## config.mk

```make
export PLATFORM = sky130hd
export DESIGN_NAME = mem_access_ctrl
export DESIGN_NICKNAME = d
export VERILOG_FILES = /design/src/rtl/mem_ctrl_pkg.sv /design/src/rtl/mem_wait_timer.sv /design/src/rtl/mem_access_ctrl.sv
export SDC_FILE = /design/constraint.sdc
export NUM_CORES = 1
export LEC_CHECK = 0
export ABC_AREA = 1
export CAP_MARGIN = 20
export CORE_MARGIN = 2
export CORE_UTILIZATION = 35
export DETAILED_ROUTE_END_ITERATION = 12
export HOLD_SLACK_MARGIN = 0.03
export PLACE_DENSITY = 0.77
export SLEW_MARGIN = 20
export SYNTH_ARGS = -nofsm -noshare
export SYNTH_HDL_FRONTEND = slang
export SYNTH_SLANG_ARGS = --single-unit
```

## constraint.sdc

```tcl
create_clock -name clk -period 2 [get_ports clk]
set_clock_uncertainty 0.1 [all_clocks]
set_input_delay 0.5 -clock clk [delete_from_list [all_inputs] [get_ports clk]]
set_output_delay 0.5 -clock clk [all_outputs]
set_load 0.02 [all_outputs]
```

## src/rtl/mem_ctrl_pkg.sv

```systemverilog
// Shared definitions for the MEM-stage data-memory access controller:
// FSM state encoding, default timeout length and word-alignment helpers.
package mem_ctrl_pkg;

  typedef enum logic [1:0] {
    IDLE   = 2'd0,
    ACCESS = 2'd1,
    DONE   = 2'd2
  } state_t;

  // Number of ACCESS cycles without dmem_ready before the bus is declared dead.
  localparam int DEFAULT_MAX_WAIT = 15;

  // Low address bits that must be zero for a word access.
  localparam logic [1:0] WORD_ALIGN_MASK = 2'b11;

  // True when the byte address low bits select a whole word.
  function automatic logic is_word_aligned(input logic [1:0] low_bits);
    return (low_bits & WORD_ALIGN_MASK) == 2'b00;
  endfunction

endpackage

```

## src/rtl/mem_wait_timer.sv

```systemverilog
// Wait-cycle counter for a single bus transaction. Counts enabled cycles,
// is cleared between transactions and flags the cycle in which the
// MAX_WAIT-th enabled cycle is reached.
import mem_ctrl_pkg::*;

module mem_wait_timer #(
  parameter int MAX_WAIT = DEFAULT_MAX_WAIT
) (
  input  logic clk,
  input  logic rst,
  input  logic clear,
  input  logic en,
  output logic timeout
);

  // Counter only has to reach MAX_WAIT-1; the timeout fires during that cycle.
  localparam int CW = (MAX_WAIT < 2) ? 1 : $clog2(MAX_WAIT);
  localparam logic [CW-1:0] LAST = CW'(MAX_WAIT - 1);

  logic [CW-1:0] count;

  // Count enabled cycles, saturating at the last value so it never wraps.
  always_ff @(posedge clk) begin
    if (rst || clear) begin
      count <= '0;
    end else if (en && (count != LAST)) begin
      count <= count + 1'b1;
    end
  end

  // Timeout is qualified by enable so an idle counter never reports it.
  always_comb begin
    timeout = en && (count == LAST);
  end

endmodule

```

## src/rtl/mem_access_ctrl.sv

```systemverilog
// MEM-stage data-memory access sequencer. Turns the EX/MEM load/store
// controls into a held request toward a variable-latency memory, stalls the
// pipeline until the access completes and hands load data to MEM/WB.
// Optional performance counters are built when MEM_PERF_CNT_EN is defined.
import mem_ctrl_pkg::*;

module mem_access_ctrl #(
  parameter int ADDR_W   = 32,
  parameter int DATA_W   = 32,
  parameter int MAX_WAIT = DEFAULT_MAX_WAIT
) (
  input  logic              clk,
  input  logic              rst,
  input  logic              mem_read_m,
  input  logic              mem_write_m,
  input  logic              flush_m,
  input  logic [ADDR_W-1:0] addr_m,
  input  logic [DATA_W-1:0] wdata_m,
  output logic              dmem_req,
  output logic              dmem_we,
  output logic [ADDR_W-1:0] dmem_addr,
  output logic [DATA_W-1:0] dmem_wdata,
  input  logic [DATA_W-1:0] dmem_rdata,
  input  logic              dmem_ready,
  output logic              stall_m,
  output logic [DATA_W-1:0] rdata_w,
  output logic              rdata_valid,
  output logic              misalign_err,
`ifdef MEM_PERF_CNT_EN
  output logic [31:0]       stall_cycles,
  output logic [31:0]       mem_ops,
`endif
  output logic              bus_err
);

  state_t state, state_next;

  logic [ADDR_W-1:0] addr_q;
  logic [DATA_W-1:0] wdata_q;
  logic              we_q;
  logic [DATA_W-1:0] rdata_q;
  logic              err_q;

  logic pending;
  logic start;
  logic latch_en;
  logic timer_en;
  logic timer_clr;
  logic timeout;

  // A squashed instruction never starts an access; misaligned ones are refused.
  always_comb begin
    pending = (mem_read_m | mem_write_m) & ~flush_m;
    start   = pending & is_word_aligned(addr_m[1:0]);
  end

  mem_wait_timer #(
    .MAX_WAIT(MAX_WAIT)
  ) u_timer (
    .clk    (clk),
    .rst    (rst),
    .clear  (timer_clr),
    .en     (timer_en),
    .timeout(timeout)
  );

  // State register; reset abandons any in-flight transaction.
  always_ff @(posedge clk) begin
    if (rst) begin
      state <= IDLE;
    end else begin
      state <= state_next;
    end
  end

  // Next-state and control decode. The stall is raised combinationally in the
  // start cycle so the pipeline freezes before the instruction can move on.
  always_comb begin
    state_next   = state;
    stall_m      = 1'b0;
    dmem_req     = 1'b0;
    misalign_err = 1'b0;
    rdata_valid  = 1'b0;
    bus_err      = 1'b0;
    latch_en     = 1'b0;
    timer_en     = 1'b0;
    timer_clr    = 1'b0;
    case (state)
      IDLE: begin
        timer_clr = 1'b1;
        if (start) begin
          stall_m    = 1'b1;
          latch_en   = 1'b1;
          state_next = ACCESS;
        end else if (pending) begin
          misalign_err = 1'b1;
        end
      end
      ACCESS: begin
        dmem_req = 1'b1;
        stall_m  = 1'b1;
        timer_en = 1'b1;
        if (dmem_ready || timeout) begin
          state_next = DONE;
        end
      end
      DONE: begin
        timer_clr   = 1'b1;
        rdata_valid = ~we_q;
        bus_err     = err_q;
        state_next  = IDLE;
      end
      default: begin
        state_next = IDLE;
      end
    endcase
  end

  // Capture the request at start so the bus stays stable while the pipeline
  // inputs are free to change. A combined read+write is treated as a store.
  always_ff @(posedge clk) begin
    if (rst) begin
      addr_q  <= '0;
      wdata_q <= '0;
      we_q    <= 1'b0;
    end else if (latch_en) begin
      addr_q  <= addr_m;
      wdata_q <= wdata_m;
      we_q    <= mem_write_m;
    end
  end

  // Completion capture: ready beats a simultaneous timeout; a timeout zeroes
  // the load result and remembers the error for the DONE cycle.
  always_ff @(posedge clk) begin
    if (rst) begin
      rdata_q <= '0;
      err_q   <= 1'b0;
    end else if (state == ACCESS) begin
      if (dmem_ready) begin
        if (!we_q) begin
          rdata_q <= dmem_rdata;
        end
        err_q <= 1'b0;
      end else if (timeout) begin
        rdata_q <= '0;
        err_q   <= 1'b1;
      end
    end
  end

  // Bus signals come only from the latched request, never from the pipeline.
  always_comb begin
    dmem_addr  = addr_q;
    dmem_wdata = wdata_q;
    dmem_we    = we_q & (state == ACCESS);
    rdata_w    = rdata_q;
  end

`ifdef MEM_PERF_CNT_EN
  // Performance counters: stalled cycles and completed accesses, free-wrapping.
  always_ff @(posedge clk) begin
    if (rst) begin
      stall_cycles <= '0;
      mem_ops      <= '0;
    end else begin
      if (stall_m) begin
        stall_cycles <= stall_cycles + 32'd1;
      end
      if ((state == ACCESS) && (state_next == DONE)) begin
        mem_ops <= mem_ops + 32'd1;
      end
    end
  end
`endif

endmodule

```

==> impl_metrics.ini <==
[run_status]
status = finished clean

[clock_tree]
cts_tree = built
insertion_delay_ns = 0.33
clockBufferDepth = 2
cts_sinks = 104
htreeDepth = 3
cts.clk_slew.worst_paths_ns = 0.06
numCtsBuffers = 9
cts_root_buffer = clkbuf_16

[placement]
numPortBuffers = 203
dpl.hpwl_mm = 8.503
place_area_um2 = 6267
place_ws_ns = -0.5037
dp.cells = 896
gp_congestion = 0.8176

[sta]
clock.fmax_mhz = 508.5
setup_viol = 0
min_period_ns = 1.967
maxSlewHeadroom = 0.7413
finalHoldViolations = 0
fin_tns_setup_ns = 0
maxSlewViolCount = 0
setup_slack_ns = 0.03342
fin_crit_sh = 0.9833
tightest_slew_ns = 0.3865

[worst_hold_path]
hp-class = flip-flop to flip-flop
holdPathStages = 2

[pwr]
p_total_w = 0.004620
p_switching_w = 0.001108
swShare = 0.2399
comb_power_share = 0.157
p_per_area_nw_per_um2 = 703.0
ir_drop_uv = 328.0
p_int_w = 0.003511
p_leak_nw = 2.719
p_seq_frac = 0.473
clkPwrFrac = 0.369

[finish]
nets = 868
syn_to_final_growth_pct = 61.80
stdcell_count = 911
layout_common_cells = clkdlybuf4s50_1 (194), nor2_1 (183), dfxtp_1 (104), nand2_1 (86), o21ai_0 (66)
num_antenna_cells = 0
post_route_cells_drive_above_1_share = 0.05729
stdcell_area_um2 = 6571
mostFrequentLayoutCell = clkdlybuf4s50_1

[critical_path]
worst-path-buf-inv = 2
endpoint_kind = output pin
cp.depth = 5
rr_worst_depth = 6
crit_chain = clkdlybuf4s50_1 -> nor2_2 -> nand3_2 -> nand2_2 -> buf_6
critPathMaxStageDelay_ns = 0.42
critPathKind = input pin to output pin
start_kind = input pin
crit_family = buffers and inverters
cp.arrival_ns = 1.37
critPathSlowestCell = clkdlybuf4s50_1
worst_ep_required_time_ns = 1.40
crit_fanout = 2

[logic_synthesis]
ys.warnings.count = 0
synth_xor_area_frac = 0.002157
synthesis.area_um2 = 4061
synth_top_family_by_area = simple AND/OR/NAND/NOR gates
avgSynthCellArea_um2 = 7.100
synth_fa_ha_area_frac = 0.006161
yosys.area_share.simple = 0.2877
synth_compound_area_frac = 0.1155
synth_seq_cells = 104
netlist_instances = 572
synth_seq_area_share = 0.5126
synth_mux_area_frac = 0
syn_nets = 676
synth.distinct_cells = 19

[floorplanning]
io_pins = 204
dieArea_um2 = 12480
rows = 39
dieWidth_um = 111.7
start_util = 0.3572
die_y_um = 111.7
core_region_area_um2 = 11370

[route]
wl_per_cell_um = 12.70
vias_per_cell = 4.617
wl_mm = 11.57
ant_nets = 0
post-route-drc-count = 0
drt_iter0_drc = 187
vias = 4206
drt-pass1-iter-count = 4

[global_route]
grt_overflow = 0
grt_pass1_vias = 4108
antenna_found_initial = 0
grtUsageMet3 = 0.05770
grt_pass1_wl_mm = 19.11
use_met2 = 0.3220
track_usage = 0.1839
grt_max_degree = 65
met1_usage = 0.2048
busiest_layer = met2

[run]
maxCapViolations = 0
synthesized netlist by cell type:
library cell	instances	area, µm²
clkbuf_1	21	78.83
dfxtp_1	104	2082
nor2_1	185	694.4
xnor2_1	1	8.760
buf_1	1	3.750
clkinv_1	1	3.750
nand3_1	23	115.1
nand2_1	87	326.6
a21oi_1	23	115.1
ha_1	2	25.02
nand2_4	1	11.26
a21boi_0	1	7.510
buf_2	9	45.04
o21ai_0	66	330.3
inv_1	37	138.9
buf_4	5	37.54
nand2_2	1	6.260
nor3_1	3	15.01
o21ai_4	1	16.27
layout make-up:
type,count,area (µm²)
clock buffer,13,280.3
sequential,104,2082
inverter,38,142.6
clock inverter,2,12.51
tap,143,178.9
fill,1060,4798
timing repair buffer,217,2186
multi-input combinational,394,1689
logic make-up after synthesis:
| family | count (synthesis) |
|---|---|
| and+or+nand+nor | 300 |
| DFF | 104 |
| AOI/OAI and AO/OA | 91 |
| buffers and inverters | 74 |
| adders and majority gates | 2 |
| xor gates and xnor gates | 1 |
metal layers:
| layer | wire length [µm] | part of all wire |
|---|---|---|
| met1 | 4541 | 0.39 |
| met2 | 5864 | 0.51 |
| met5 | 0 | 0 |
| met3 | 818 | 0.071 |
| met4 | 347 | 0.030 |
per-stage QoR:
step / util / hold slack, ns
floorplan: - / 0.3331
global placement: 0.5512 / 0.3310
detailed placement: 0.5512 / 0.3375
CTS: 0.5759 / 0.3482
global route: 0.5780 / 0.3585
finish: 0.5780 / 0.3438
repair_timing:
item / in CTS / in global routing
endpoints found under the setup margin: 28 / 68
pin swaps: 1 / 4
gates resized for setup: 19 / 14
buffers inserted: 0 / 0
hold buffers: 0 / 0
path summary, 6_finish.rpt:
check	start	to	slack, ns
worst max register to register	u_timer.count[1]	rdata_w[4]	0.20
worst max-delay path	addr_m[0]	stall_m	0.03
worst min register to register	dmem_addr[1]	dmem_addr[1]	0.34
worst min-delay path	dmem_addr[1]	dmem_addr[1]	0.34
power by group through the flow:
stage / logic (W) / clock network (W) / registers (W)
5_1_grt: 0.000796 / 0.00183 / 0.00219
3_5_place_dp: 0.000729 / 0 / 0.00223
2_1_floorplan: 0.000224 / 0 / 0.00232
3_3_place_gp: 0.000717 / 0 / 0.00223
6_report: 0.000727 / 0.00171 / 0.00219
4_1_cts: 0.000728 / 0.00175 / 0.00219
worst min-delay path, stage by stage (launching register included):
cell and delay [ns]:
dfxtp_1 0.31, nand2_1 0.06, nor2_1 0.04
state kept, by name (all words and copies together) (netlist names):
signal / flops
dmem_addr: 32
dmem_wdata: 32
err_q: 1
rdata_w: 32
state: 2
u_timer.count: 4
we_q: 1
(Power assumes the default switching activity.)
